### src/rtl/stroke_rasterizer.sv
// Stamps a filled disc of radius Rc around each accepted control point into the frame buffer,
// one candidate pixel per cycle in raster order, and pulses stroke_done after a "last" point.
module stroke_rasterizer #(
   parameter int IMG_W  = 640,
   parameter int IMG_H  = 480,
   parameter int R_MAX  = 8,
   parameter int ADDR_W = 19
) (
   input  logic              i_clk,
   input  logic              i_rst_n,
   input  logic              i_pt_valid,
   output logic              o_pt_ready,
   input  logic [9:0]        i_pt_x,
   input  logic [9:0]        i_pt_y,
   input  logic              i_pt_last,
   input  logic [3:0]        i_R,
   input  logic [23:0]       i_color,
   output logic              o_wr_valid,
   input  logic              i_wr_ready,
   output logic [ADDR_W-1:0] o_wr_addr,
   output logic [23:0]       o_wr_data,
   output logic              o_stroke_done
);
   typedef enum logic [1:0] {S_IDLE = 2'd0, S_SCAN = 2'd1, S_DONE = 2'd2} state_t;

   localparam logic signed [11:0] W_S    = 12'(IMG_W);
   localparam logic signed [11:0] H_S    = 12'(IMG_H);
   localparam logic [3:0]         RMAX_C = 4'(R_MAX);

   function automatic logic signed [11:0] coord_f(input logic [9:0] c, input logic signed [4:0] d);
      return $signed({2'b00, c}) + $signed({{7{d[4]}}, d});
   endfunction

   function automatic logic [7:0] sq_f(input logic signed [4:0] v);
      logic [4:0] m;
      m = v[4] ? (5'd0 - v) : v;
      return {3'd0, m} * {3'd0, m};
   endfunction

   function automatic logic hit_f(input logic [9:0] x, input logic [9:0] y,
                                  input logic signed [4:0] dx, input logic signed [4:0] dy,
                                  input logic [3:0] rc);
      logic signed [11:0] px;
      logic signed [11:0] py;
      logic [8:0]         d2;
      logic [8:0]         r2;
      px = coord_f(x, dx);
      py = coord_f(y, dy);
      d2 = {1'b0, sq_f(dx)} + {1'b0, sq_f(dy)};
      r2 = {1'b0, {4'd0, rc} * {4'd0, rc}};
      return (d2 <= r2) && (px >= 12'sd0) && (px < W_S) && (py >= 12'sd0) && (py < H_S);
   endfunction

   // Only meaningful for in-canvas candidates, where both coordinates are non-negative.
   function automatic logic [ADDR_W-1:0] addr_f(input logic [9:0] x, input logic [9:0] y,
                                                input logic signed [4:0] dx, input logic signed [4:0] dy);
      logic signed [11:0] px;
      logic signed [11:0] py;
      px = coord_f(x, dx);
      py = coord_f(y, dy);
      return ADDR_W'(py[9:0]) * ADDR_W'(IMG_W) + ADDR_W'(px[9:0]);
   endfunction

   state_t             state_q;
   logic [9:0]         x_q, y_q;
   logic [3:0]         rc_q;
   logic               last_q;
   logic [23:0]        color_q;
   logic signed [4:0]  dx_q, dy_q;
   logic               wr_valid_q, ready_q, done_q;
   logic [ADDR_W-1:0]  addr_q;

   logic [3:0]         rc_in_s, crc_s;
   logic               accept_s, advance_s, at_end_s, hit_s;
   logic signed [4:0]  rc_s, ndx_s, ndy_s, cdx_s, cdy_s;
   logic [9:0]         cx_s, cy_s;
   logic [ADDR_W-1:0]  addr_s;

   // The candidate fed to the evaluator is the first one of a new point on accept,
   // otherwise the successor of the current one; its result is registered on the move.
   always_comb begin
      rc_in_s   = (i_R > RMAX_C) ? RMAX_C : i_R;
      accept_s  = ready_q && i_pt_valid;
      advance_s = (state_q == S_SCAN) && (!wr_valid_q || i_wr_ready);
      rc_s      = $signed({1'b0, rc_q});
      at_end_s  = (dx_q == rc_s) && (dy_q == rc_s);
      if (dx_q == rc_s) begin
         ndx_s = 5'sd0 - rc_s;
         ndy_s = dy_q + 5'sd1;
      end else begin
         ndx_s = dx_q + 5'sd1;
         ndy_s = dy_q;
      end
      if (accept_s) begin
         cx_s  = i_pt_x;
         cy_s  = i_pt_y;
         crc_s = rc_in_s;
         cdx_s = 5'sd0 - $signed({1'b0, rc_in_s});
         cdy_s = 5'sd0 - $signed({1'b0, rc_in_s});
      end else begin
         cx_s  = x_q;
         cy_s  = y_q;
         crc_s = rc_q;
         cdx_s = ndx_s;
         cdy_s = ndy_s;
      end
      hit_s  = hit_f(cx_s, cy_s, cdx_s, cdy_s, crc_s);
      addr_s = addr_f(cx_s, cy_s, cdx_s, cdy_s);
   end

   // Control FSM with all outputs held in registers.
   always_ff @(posedge i_clk or negedge i_rst_n) begin
      if (!i_rst_n) begin
         state_q    <= S_IDLE;
         x_q        <= 10'd0;
         y_q        <= 10'd0;
         rc_q       <= 4'd0;
         last_q     <= 1'b0;
         color_q    <= 24'd0;
         dx_q       <= 5'sd0;
         dy_q       <= 5'sd0;
         wr_valid_q <= 1'b0;
         ready_q    <= 1'b1;
         done_q     <= 1'b0;
         addr_q     <= '0;
      end else begin
         case (state_q)
            S_IDLE: begin
               if (accept_s) begin
                  x_q        <= i_pt_x;
                  y_q        <= i_pt_y;
                  rc_q       <= rc_in_s;
                  last_q     <= i_pt_last;
                  color_q    <= i_color;
                  dx_q       <= cdx_s;
                  dy_q       <= cdy_s;
                  wr_valid_q <= hit_s;
                  addr_q     <= addr_s;
                  ready_q    <= 1'b0;
                  state_q    <= S_SCAN;
               end
            end
            S_SCAN: begin
               if (advance_s) begin
                  if (at_end_s) begin
                     wr_valid_q <= 1'b0;
                     if (last_q) begin
                        done_q  <= 1'b1;
                        state_q <= S_DONE;
                     end else begin
                        ready_q <= 1'b1;
                        state_q <= S_IDLE;
                     end
                  end else begin
                     dx_q       <= ndx_s;
                     dy_q       <= ndy_s;
                     wr_valid_q <= hit_s;
                     addr_q     <= addr_s;
                  end
               end
            end
            S_DONE: begin
               done_q  <= 1'b0;
               ready_q <= 1'b1;
               state_q <= S_IDLE;
            end
            default: begin
               wr_valid_q <= 1'b0;
               done_q     <= 1'b0;
               ready_q    <= 1'b1;
               state_q    <= S_IDLE;
            end
         endcase
      end
   end

   assign o_pt_ready    = ready_q;
   assign o_wr_valid    = wr_valid_q;
   assign o_wr_addr     = addr_q;
   assign o_wr_data     = color_q;
   assign o_stroke_done = done_q;
endmodule

### config.mk
export PLATFORM = sky130hd
export DESIGN_NAME = stroke_rasterizer
export DESIGN_NICKNAME = d
export VERILOG_FILES = /design/src/rtl/stroke_rasterizer.sv
export SDC_FILE = /design/constraint.sdc
export NUM_CORES = 1
export LEC_CHECK = 0
export ABC_CLOCK_PERIOD_IN_PS = 7040
export CELL_PAD_IN_SITES_DETAIL_PLACEMENT = 0
export CELL_PAD_IN_SITES_GLOBAL_PLACEMENT = 1
export CORE_ASPECT_RATIO = 1.5
export CORE_MARGIN = 2
export CORE_UTILIZATION = 38
export DETAILED_ROUTE_END_ITERATION = 12
export PLACE_DENSITY = 0.81
export SYNTH_ARGS = -nofsm -noshare
export SYNTH_HDL_FRONTEND = slang
export SYNTH_SLANG_ARGS = --single-unit
### constraint.sdc
create_clock -name i_clk -period 7.04 [get_ports i_clk]
set_input_delay 1.408 -clock i_clk [delete_from_list [all_inputs] [get_ports i_clk]]
set_output_delay 1.408 -clock i_clk [all_outputs]
set_load 0.005 [all_outputs]
==> results.txt <==
Failing checks - setup timing
Status - finished with violations
CTS Sinks - 83
Nets - 1231
Port Buffers - 98
Hpwl dp - 16000 microns
Rows - 61
Crit path DAT - 7.32 ns
First-pass GRT wire length - 34400 microns
Synthesized cell area - 7230 sq um
Vias per Instance - 5.04
Hold_sp - o_wr_data[16]
Initial Util - 38.8%
Die area - 20200 sq um
Global route overflow - 0
Post-Syn Area per Cell - 7.95 sq um
Latest clock arrival within the worst-skew pair - 0.35 ns
Post-synthesis net count - 1051
DRC - 0
Wire length per cell - 15.5 microns
Family with the most delay on the worst path - adder cells
RSZ-0062 raised after global routing - yes
WHS - 0.469 ns
CTS H-Tree Depth - 3
Power Dens Cells - 106 nW/um^2
Max Freq - 0.141 GHz
CTS Buf Count - 9
Hold Buf Count CTS - 0
Proportion of power drawn by combinational gates - 4.9%
Longest Clk Path Bufs - 2
Rel. slew slack - 23.1%
Initial antenna violation count - 0
Final Instance Area - 9800 sq um
Via Count - 6787
Fin cells - 1346
Clock skew - 0.00915 ns
Hold path endpoint - o_wr_data[16]
Slowest stage cell, crit path - fa_1
Lkg Pwr - 4.94 nW
Unique masters post-synth - 69
Fin Setup TNS - -0.0332 ns
Fraction of layout cells with a size suffix above 1 - 17.6%
Number of synthesized flops with an enable pin - 0
Drt total wl - 20800 microns
Initial DRC count - 261
Placed Instance Area - 9160 sq um
Net Switching - 0.217 mW
Reg2Reg Setup Slack - 0.03 ns
Antenna-violating nets left - 0
Post-place setup slack - -1.07 ns
Hold Crit Class - flop to flop
Max-slew violation count - 0
Yosys reg bits - 83
# IOs - 99
Fill cell count - 1823
Die height - 173 microns
Crit path buffers/inverters - 5
Setup-failing EPs final - 1
Pre-antenna DRT Iters - 5
CP required - 7.28 ns
Fin crit share - 100%
R2R depth - 27
Core Footprint - 18600 sq um
Final Hold Viols - 0
Crit path top cell by count - ha_4
Worst-path fanout max - 4
DP Cell Count - 1308
Most frequent cells in the layout - nand2_1 (249), buf_4 (107), clkdlybuf4s50_1 (92)
Largest net degree at the start of global routing - 54
Ys flop type - dfrtp_1
Sw frac - 21.0%
Worst Tran Pin Value - 1.15 ns
Vias in the first global route - 6898
CP peak stage delay - 0.56 ns
Tot Pwr - 1.03 mW
Area grow syn2layout - 35.6%
Minimum clock period - 7.07 ns
Ys async rst share - 100%
Die Width - 117 microns
Max VDD drop - 127 uV
WHS Path Cells - 2
Nature of the critical path endpoint - flop
Pint - 0.817 mW
Final core occ - 52.6%
RR Endpoint - o_wr_valid
Startpoint types - input pin
Clock share of power - 49.0%
Routability cong. - 0.934
Reg clk slew, reported paths - 0.06 ns
Register area share after synthesis - 28.8%
Seq pwr share - 46.1%
Synthesized instance count - 909
Most common cell after layout, fill and taps aside - nand2_1
Total GRT Usage - 21.6%
CTS tree - built
Crit path kind - input pin to flop
Antenna cells - 0
Reg-to-Reg Start - dx_q[0]
Maxcap violations - 0
Synth Warn # - 0
Clock root buffer - clkbuf_16
Post-route setup slack - -0.0332 ns
[worst max-delay path by stage]
| stage | from | end | slack (ns) | cells after the start |
|---|---|---|---|---|
| floorplan | i_pt_valid | o_wr_valid | -0.04 | 27 |
| global placement | i_R[0] | o_wr_valid | -0.71 | 28 |
| detailed placement | i_R[1] | o_wr_valid | -1.07 | 29 |
| CTS | i_R[3] | o_wr_valid | -0.40 | 29 |
| global route | i_pt_valid | o_wr_valid | -0.31 | 30 |
| finish | i_R[3] | o_wr_valid | -0.03 | 29 |
[sequential cells by signal, summed over array words and instances (netlist names)]
name and count:
x_q 10, last_q 1, o_pt_ready 1, o_wr_valid 1, rc_q 4, o_stroke_done 1, dy_q 5, dx_q 5
o_wr_addr 19, state_q 2, o_wr_data 24, y_q 10
[final cells by class]
| cell class | instances | area (sq um) | share of cell area (%) |
|---|---|---|---|
| Multi-Input combinational cell | 735 | 5080 | 51.8 |
| Sequential cell | 83 | 2080 | 21.2 |
| Timing Repair Buffer | 207 | 1810 | 18.5 |
| Tap cell | 252 | 315 | 3.22 |
| Clock buffer | 11 | 233 | 2.38 |
| Inverter | 53 | 206 | 2.11 |
| Clock inverter | 5 | 77.6 | 0.792 |
[cells by family after synthesis]
kind of cell	count (synthesis)	share of synthesized area (%)
multiplexers	11	1.64
AND/OR/NAND/NOR	395	23.9
flip-flops	83	28.8
XOR/XNOR	66	8.57
adder cells (fa/ha/maj)	89	16.8
AO/OA/AOI/OAI	174	15.3
buffers and inverters	91	5.06
[repair_timing]
action,in CTS,in global routing
setup endpoints to repair,1,1
buffers inserted,17,5
resized for setup,36,15
gates cloned,0,0
pin swaps,32,31
[cells in the mapped netlist, types with 5 or more instances]
master    number  area, sq um
nand2_1      254          953
dfrtp_1       82         2050
ha_1          76          951
o21ai_0       52          260
inv_1         51          191
nor2_1        47          176
a21oi_1       45          225
xnor2_1       41          359
clkbuf_1      26         97.6
xor2_1        22          193
nand3_1       18         90.1
a21o_1        17          128
fa_1          13          260
nor3_1        13         65.1
nand2b_1      12         75.1
and3_1        10         62.6
o21a_1        10         75.1
buf_1          7         26.3
mux2i_1        7         70.1
nor2b_1        7         43.8
a31oi_1        6         37.5
nand4_1        6         37.5
a21boi_0       5         37.5
o22ai_1        5         31.3
[layer usage]
| metal | wire [microns] | global-route usage, % | up-vias |
|---|---|---|---|
| met5 | 0 | 0 | - |
| met4 | 539 | 7.99 | 0 |
| met3 | 568 | 2.07 | 31 |
| met2 | 11400 | 39.9 | 126 |
| met1 | 8380 | 25.1 | 3201 |
| li1 | - | - | 3429 |
[tightest hold or removal path: stages, from the launching register on]
cell     delay [ns]
dfrtp_1        0.33
nand2_1        0.05
nand2_1        0.06
[power by group through the flow]
stage,clock network (mW),logic (mW),registers [mW]
2_1_floorplan,0,0.00446,0.486
3_3_place_gp,0,0.0504,0.486
3_5_place_dp,0,0.0503,0.486
4_1_cts,0.520,0.0512,0.477
5_1_grt,0.533,0.0548,0.477
6_report,0.507,0.0504,0.477
Note: power is estimated with default switching activity, not from simulation.
